File: config.mk
export PLATFORM = sky130hd
export DESIGN_NAME = kernel_mem_rpt
export DESIGN_NICKNAME = d
export VERILOG_FILES = /design/src/rtl/kernel_mem_rpt.sv
export SDC_FILE = /design/constraint.sdc
export NUM_CORES = 1
export LEC_CHECK = 0
export BUFFER_PORTS_ARGS = -buffer_cell sky130_fd_sc_hd__buf_2
export CAP_MARGIN = 30
export CELL_PAD_IN_SITES_DETAIL_PLACEMENT = 1
export CELL_PAD_IN_SITES_GLOBAL_PLACEMENT = 2
export CORE_UTILIZATION = 30
export DETAILED_ROUTE_END_ITERATION = 7
export PLACE_DENSITY = 0.62
export SKIP_LAST_GASP = 1
export SYNTH_ARGS = -nofsm -noshare
export SYNTH_HDL_FRONTEND = slang
export SYNTH_SLANG_ARGS = --single-unit
export TNS_END_PERCENT = 10
File: constraint.sdc
create_clock -name clk -period 11.75 [get_ports clk]
set_clock_uncertainty 0.2 [all_clocks]
set_input_delay 1.7625 -clock clk [delete_from_list [all_inputs] [get_ports clk]]
set_output_delay 1.7625 -clock clk [all_outputs]
set_load 0.01 [all_outputs]
File: src/rtl/kernel_mem_rpt.sv
// kernel_mem_rpt: circular kernel/bias word store for the convolution datapath.
//
// The write side fills the memory sequentially from the configuration stream.
// The read side plays back one section: a bias word at rd_cfg_start, then the
// kernel words start+1 .. rd_cfg_end. Addresses wrap MEM_DEPTH-1 -> 0, and the
// kernel words are replayed rd_cfg_repeat extra times.
//
// Ports:
//   clk, rst_n            clock, asynchronous active-low reset
//   wr_cfg_end/_set       last write address; the set pulse restarts the write pointer at 0
//   wr_data/_val/_rdy     write word stream (valid/ready)
//   rd_cfg_start/_end     bias address / last kernel address (inclusive)
//   rd_cfg_repeat         extra kernel passes (0 = single pass)
//   rd_cfg_set            start (or restart) a read section
//   rd_bias               bias word of the current section, held until the next one
//   rd_data/_val/_rdy     kernel word stream (valid/ready)
//   rd_busy               section in progress
//   rd_data_last          (only with KERNEL_MEM_RPT_LAST_EN) final beat of the final pass
//
// Build option: define KERNEL_MEM_RPT_LAST_EN to add rd_data_last.
//
// Timing, counted in clock edges from the edge that samples rd_cfg_set:
//   edge 1 returns the bias word from the memory,
//   edge 2 captures rd_bias and returns the first kernel word,
//   edge 3 raises rd_data_val for the first time.
module kernel_mem_rpt #(
    parameter int GROUP_NB   = 4,
    parameter int KER_WIDTH  = 16,
    parameter int DEPTH_NB   = 1,
    parameter int MEM_AWIDTH = 8,
    parameter int MEM_DEPTH  = 8,
    parameter int RPT_WIDTH  = 8,
    localparam int W = GROUP_NB * KER_WIDTH * DEPTH_NB
) (
    input  logic                  clk,
    input  logic                  rst_n,
    input  logic [MEM_AWIDTH-1:0] wr_cfg_end,
    input  logic                  wr_cfg_set,
    input  logic [W-1:0]          wr_data,
    input  logic                  wr_data_val,
    output logic                  wr_data_rdy,
    input  logic [MEM_AWIDTH-1:0] rd_cfg_start,
    input  logic [MEM_AWIDTH-1:0] rd_cfg_end,
    input  logic [RPT_WIDTH-1:0]  rd_cfg_repeat,
    input  logic                  rd_cfg_set,
    output logic [W-1:0]          rd_bias,
    output logic [W-1:0]          rd_data,
    output logic                  rd_data_val,
    input  logic                  rd_data_rdy,
    output logic                  rd_busy
`ifdef KERNEL_MEM_RPT_LAST_EN
    ,
    output logic                  rd_data_last
`endif
);

    localparam int IDXW = (MEM_DEPTH > 1) ? $clog2(MEM_DEPTH) : 1;
    localparam logic [MEM_AWIDTH-1:0] LAST_A = MEM_AWIDTH'(MEM_DEPTH - 1);
    localparam logic [MEM_AWIDTH-1:0] ONE_A  = MEM_AWIDTH'(1);
    localparam logic [RPT_WIDTH-1:0]  ONE_R  = RPT_WIDTH'(1);

    function automatic logic [MEM_AWIDTH-1:0] nxt(input logic [MEM_AWIDTH-1:0] a);
        return (a == LAST_A) ? '0 : a + ONE_A;
    endfunction

    // ---------------- write path ----------------
    logic [MEM_AWIDTH-1:0] wr_ptr, wr_end;
    logic                  wr_acc;

    // A restart pulse wins over a word presented in the same cycle.
    assign wr_acc = wr_data_val & wr_data_rdy & ~wr_cfg_set;

    always_ff @(posedge clk or negedge rst_n) begin
        if (!rst_n) begin
            wr_ptr      <= '0;
            wr_end      <= '0;
            wr_data_rdy <= 1'b0;
        end else if (wr_cfg_set) begin
            wr_end      <= wr_cfg_end;
            wr_ptr      <= '0;
            wr_data_rdy <= 1'b1;
        end else if (wr_acc) begin
            wr_ptr <= nxt(wr_ptr);
            if (wr_ptr == wr_end) wr_data_rdy <= 1'b0;
        end
    end

    // ---------------- memory (not reset, read-first) ----------------
    logic [W-1:0]      mem [MEM_DEPTH];
    logic [W-1:0]      rd_q;
    logic              mem_en;
    logic [IDXW-1:0]   mem_idx;

    always_ff @(posedge clk) begin
        if (wr_acc) mem[wr_ptr[IDXW-1:0]] <= wr_data;
        if (mem_en) rd_q <= mem[mem_idx];
    end

    // ---------------- read FSM ----------------
    // BIAS: bias address on the memory port.
    // LOAD: bias word on rd_q; first kernel read issued.
    // RUN : kernel reads issued against free buffer space.
    typedef enum logic [1:0] {IDLE, BIAS, LOAD, RUN} state_t;
    state_t state, state_nx;

    logic [MEM_AWIDTH-1:0] start_q, end_q, k;
    logic [RPT_WIDTH-1:0]  rep_q, pass;
    logic                  issue_done, inflight, pf_val;
    logic [W-1:0]          pf_data;
    logic                  degen, issue, credit, pop, load_out, done;
    logic [1:0]            occ;

    assign degen    = (start_q == end_q);
    assign pop      = rd_data_val & rd_data_rdy;
    assign load_out = ~rd_data_val | rd_data_rdy;
    // Words held or in flight after this cycle's pop. A new read may be issued
    // only if its data will find a free slot (output register or prefetch).
    assign occ      = {1'b0, rd_data_val} + {1'b0, pf_val} + {1'b0, inflight} - {1'b0, pop};
    assign credit   = (occ <= 2'd1);
    assign done     = issue_done & ~inflight & ~pf_val & load_out;

    always_ff @(posedge clk or negedge rst_n) begin
        if (!rst_n) state <= IDLE;
        else        state <= state_nx;
    end

    always_comb begin
        state_nx = state;
        if (rd_cfg_set) begin
            state_nx = BIAS;
        end else begin
            case (state)
                BIAS:    state_nx = LOAD;
                LOAD:    state_nx = degen ? IDLE : RUN;
                RUN:     if (done) state_nx = IDLE;
                default: ;
            endcase
        end
    end

    always_comb begin
        rd_busy = (state != IDLE);
        issue   = 1'b0;
        mem_en  = 1'b0;
        mem_idx = k[IDXW-1:0];
        case (state)
            BIAS: begin
                mem_en  = 1'b1;
                mem_idx = start_q[IDXW-1:0];
            end
            LOAD:    issue = ~degen;
            RUN:     issue = ~issue_done & credit;
            default: ;
        endcase
        if (issue) mem_en = 1'b1;
    end

    // Issue-side address walk: k..end, then back to start+1 for each extra pass.
    always_ff @(posedge clk or negedge rst_n) begin
        if (!rst_n) begin
            start_q    <= '0;
            end_q      <= '0;
            rep_q      <= '0;
            k          <= '0;
            pass       <= '0;
            issue_done <= 1'b0;
        end else if (rd_cfg_set) begin
            start_q    <= rd_cfg_start;
            end_q      <= rd_cfg_end;
            rep_q      <= rd_cfg_repeat;
            k          <= nxt(rd_cfg_start);
            pass       <= '0;
            issue_done <= 1'b0;
        end else if (issue) begin
            if (k == end_q) begin
                if (pass < rep_q) begin
                    k    <= nxt(start_q);
                    pass <= pass + ONE_R;
                end else begin
                    issue_done <= 1'b1;
                end
            end else begin
                k <= nxt(k);
            end
        end
    end

    // Output register plus one prefetch entry; an abort flushes both.
    always_ff @(posedge clk or negedge rst_n) begin
        if (!rst_n) begin
            rd_bias     <= '0;
            rd_data     <= '0;
            rd_data_val <= 1'b0;
            pf_data     <= '0;
            pf_val      <= 1'b0;
            inflight    <= 1'b0;
        end else begin
            if (state == LOAD && !rd_cfg_set) rd_bias <= rd_q;
            if (rd_cfg_set) begin
                inflight    <= 1'b0;
                pf_val      <= 1'b0;
                rd_data_val <= 1'b0;
            end else begin
                inflight <= issue;
                if (load_out) begin
                    if (pf_val) begin
                        rd_data     <= pf_data;
                        rd_data_val <= 1'b1;
                        pf_data     <= rd_q;
                        pf_val      <= inflight;
                    end else if (inflight) begin
                        rd_data     <= rd_q;
                        rd_data_val <= 1'b1;
                    end else begin
                        rd_data_val <= 1'b0;
                    end
                end else if (inflight) begin
                    pf_data <= rd_q;
                    pf_val  <= 1'b1;
                end
            end
        end
    end

`ifdef KERNEL_MEM_RPT_LAST_EN
    // The last flag travels alongside its word through the same slots.
    logic inflight_last, pf_last, issue_last;

    assign issue_last = issue & (k == end_q) & (pass == rep_q);

    always_ff @(posedge clk or negedge rst_n) begin
        if (!rst_n) begin
            inflight_last <= 1'b0;
            pf_last       <= 1'b0;
            rd_data_last  <= 1'b0;
        end else if (rd_cfg_set) begin
            inflight_last <= 1'b0;
            pf_last       <= 1'b0;
            rd_data_last  <= 1'b0;
        end else begin
            inflight_last <= issue_last;
            if (load_out) begin
                if (pf_val) begin
                    rd_data_last <= pf_last;
                    pf_last      <= inflight_last;
                end else if (inflight) begin
                    rd_data_last <= inflight_last;
                end else begin
                    rd_data_last <= 1'b0;
                end
            end else if (inflight) begin
                pf_last <= inflight_last;
            end
        end
    end
`endif

endmodule

==> impl_metrics.yaml <==
run_status:
  run_status: "finished, final reports clean"
sta:
  fin_crit_ps: 4660
  finalSetupTns_ps: 0
  setup_viol_count_final: 0
  fin_hold_ws_ps: 299
  rsz0062_at_grt: "no"
  period_share: 0.397
  fmaxAchievable_mhz: 214
  tightest_slew_ps: 905
  relSlewSlack: 0.384
  finalHoldViolCount: 0
  drv_slew: 0
floorplan:
  core_area_um2: 107000
  fp.dieW_um: 331
  rows: 120
  ioPinCount: 233
  die_height_um: 331
  start_util: 0.303
  dieArea_um2: 110000
worst_setup_path:
  path_depth: 11
  crit_start: "rd_data_rdy"
  timing.rr.start: "pf_val$_DFFE_PN0P_"
  cp-end-kind: "register"
  cp.arrival_ps: 4750
  worst-r2r-cell-count: 7
  worstPathMaxFanout: 36
  crit_slowest_cell: "buf_4"
  cp_top_family: "simple AND/OR/NAND/NOR gates"
  critPathMaxStageDelay_ps: 580
  crit_chain: "buf_2 -> and2_1 -> ha_1 -> inv_1 -> ha_1 -> a21oi_1 -> xnor2_1 -> nor3_1 -> nor2_1 -> nand2_4 -> buf_4"
  critPathKind: "input pin to register"
  cpMostUsedCell: "ha_1"
  critical_path.startpoint_type: "input pin"
  cp_num_buf_inv: 3
  cp.required_ps: 11840
clock_tree:
  clk_latency_ps: 680
  cts_resized: 0
  root_buffer: "clkbuf_16"
  cts_sinks: 831
  numCtsBuffers: 94
  cts_hold_buf: 0
  tritoncts: "done"
  cts_htree_levels: 3
  clk_pin_slew_ps: 60
  post-cts-setup-buffers: 0
  cts_buffer_depth: 3
drt:
  vias: 16600
  ant_nets: 0
  drt-total-wl_um: 77800
  avgRoutedWirePerCell_um: 22.2
  drc: 0
  drtPass1Iterations: 5
  first_iter_violations: 862
  via_per_inst: 4.72
logic_synthesis:
  yosysSeqAreaShare: 0.728
  yosys.area.top_type: "edfxtp_1"
  synth_edf_count: 576
  syn_area_um2: 32500
  syn_inst: 1747
  yosys-top-cells-area: "edfxtp_1, dfrtp_1, mux4_2, mux2_2, mux2i_1"
  synth-async-reset-ratio: 0.307
  synth_top_area_frac: 0.532
  syn_avg_cell_area_um2: 18.6
  synthFlopType: "edfxtp_1"
  ys_warn_count: 0
  syn_nets: 1863
  ys_types: 54
  ys_ff_latch: 831
power_and_ir_drop:
  p_leak_nw: 13.8
  p_total_w: 0.00827
  irDropWorstVdd_uv: 110
  power_density_nw_per_um2: 215
place:
  place.gp.congestion: 0.739
  portBuffers: 232
  dp_hpwl_um: 48100
  post_dp_cell_area_um2: 35400
worst_hold_path:
  hold_class: "register to register"
  min-delay-start: "rd_bias[54]$_DFFE_PN0P_"
  min_path_cells: 1
global_routing:
  antenna_found_initial: 29
  grt_max_degree: 123
  grt_pass1_wl_um: 120000
  grt_pass1_vias: 18400
  grt_overflow: 0
  grtUsageTotal: 0.145
final_layout:
  drive_gt1_frac: 0.370
  final_cell_mix: "edfxtp_1, dfrtp_1, buf_2"
  stdcell_area_um2: 38600
  final_util: 0.360
  syn2layout_area_growth_pct: 18.6
  fin_nets: 2138
  layout_commonest_cell: "edfxtp_1"
job:
  cap_violations: 0
-- final timing paths --
path	end	slack, ps
setup / recovery	rd_q[38]$_DFFE_PP_	7090
min in group asynchronous	start_q[3]$_DFFE_PN0P_	870
max in group asynchronous	rd_bias[38]$_DFFE_PN0P_	9260
setup reg to reg	rd_q[38]$_DFFE_PP_	7760
hold / removal	rd_bias[54]$_DFFE_PN0P_	300
hold reg to reg	rd_bias[54]$_DFFE_PN0P_	300
-- power breakdown --
part / internal, W / switching [W] / total (W)
logic: 0.000733 / 0.000753 / 0.00149
clock network: 0.00167 / 0.00122 / 0.00289
registers: 0.00360 / 0.000299 / 0.00390
total: 0.00601 / 0.00227 / 0.00827
-- final cells by class --
cell class,instances,area [um^2]
Fill cell,10800,68600
Sequential cell,831,23700
Multi-Input combinational cell,810,8440
Clock buffer,114,2480
Tap cell,1403,1760
Timing Repair Buffer,268,1530
Clock inverter,61,596
Inverter,17,63.8
Antenna cell,6,15.0
-- routing by layer --
layer	track usage	up-vias	routed length, um
li1	-	7362	-
met1	0.186	8760	33800
met2	0.243	294	38700
met3	0.0288	129	3420
met4	0.0492	20	1680
met5	0	-	127
-- per-stage QoR --
step	instances	worst slack [ps]
floorplan	1747	2760
global placement	3324	6390
detailed placement	3328	6370
CTS	3503	7060
global route	3507	6930
finish	3510	7090
-- synth_stat cells, drive strengths merged, types with 2 or more instances --
cell type,n
a21oi,81
o31ai,3
a31oi,2
and3,6
nor3,9
dfrtp,255
or4,3
o211ai,2
edfxtp,576
nor2b,2
and2,5
mux4,128
a41oi,2
mux2,218
inv,17
nor2,94
xnor2,10
mux2i,72
o22ai,6
nand3,17
clkbuf,35
o21ai,25
nand2b,5
a31o,2
or2,3
or3,4
buf,54
ha,14
nor4,7
nand4,5
a211oi,3
nand2,35
xor2,33
-- registers in the layout, indices dropped and copies added, names as in the netlist --
signal       cells
rep_q            8
inflight         1
mem            512
wr_data_rdy      1
wr_ptr           8
rd_bias         64
k                8
pass             8
end_q            8
pf_val           1
wr_end           8
rd_data         64
issue_done       1
start_q          8
pf_data         64
state            2
rd_q            64
rd_data_val      1
-- kinds of logic after synthesis --
kind of cell | synth area share
xor+xnor | 0.0118
buf+inv | 0.0162
mux | 0.186
flops | 0.728
simple gates | 0.0281
compound gates | 0.0242
fa+ha+maj | 0.00539
Power figures use the tool's default switching activity.
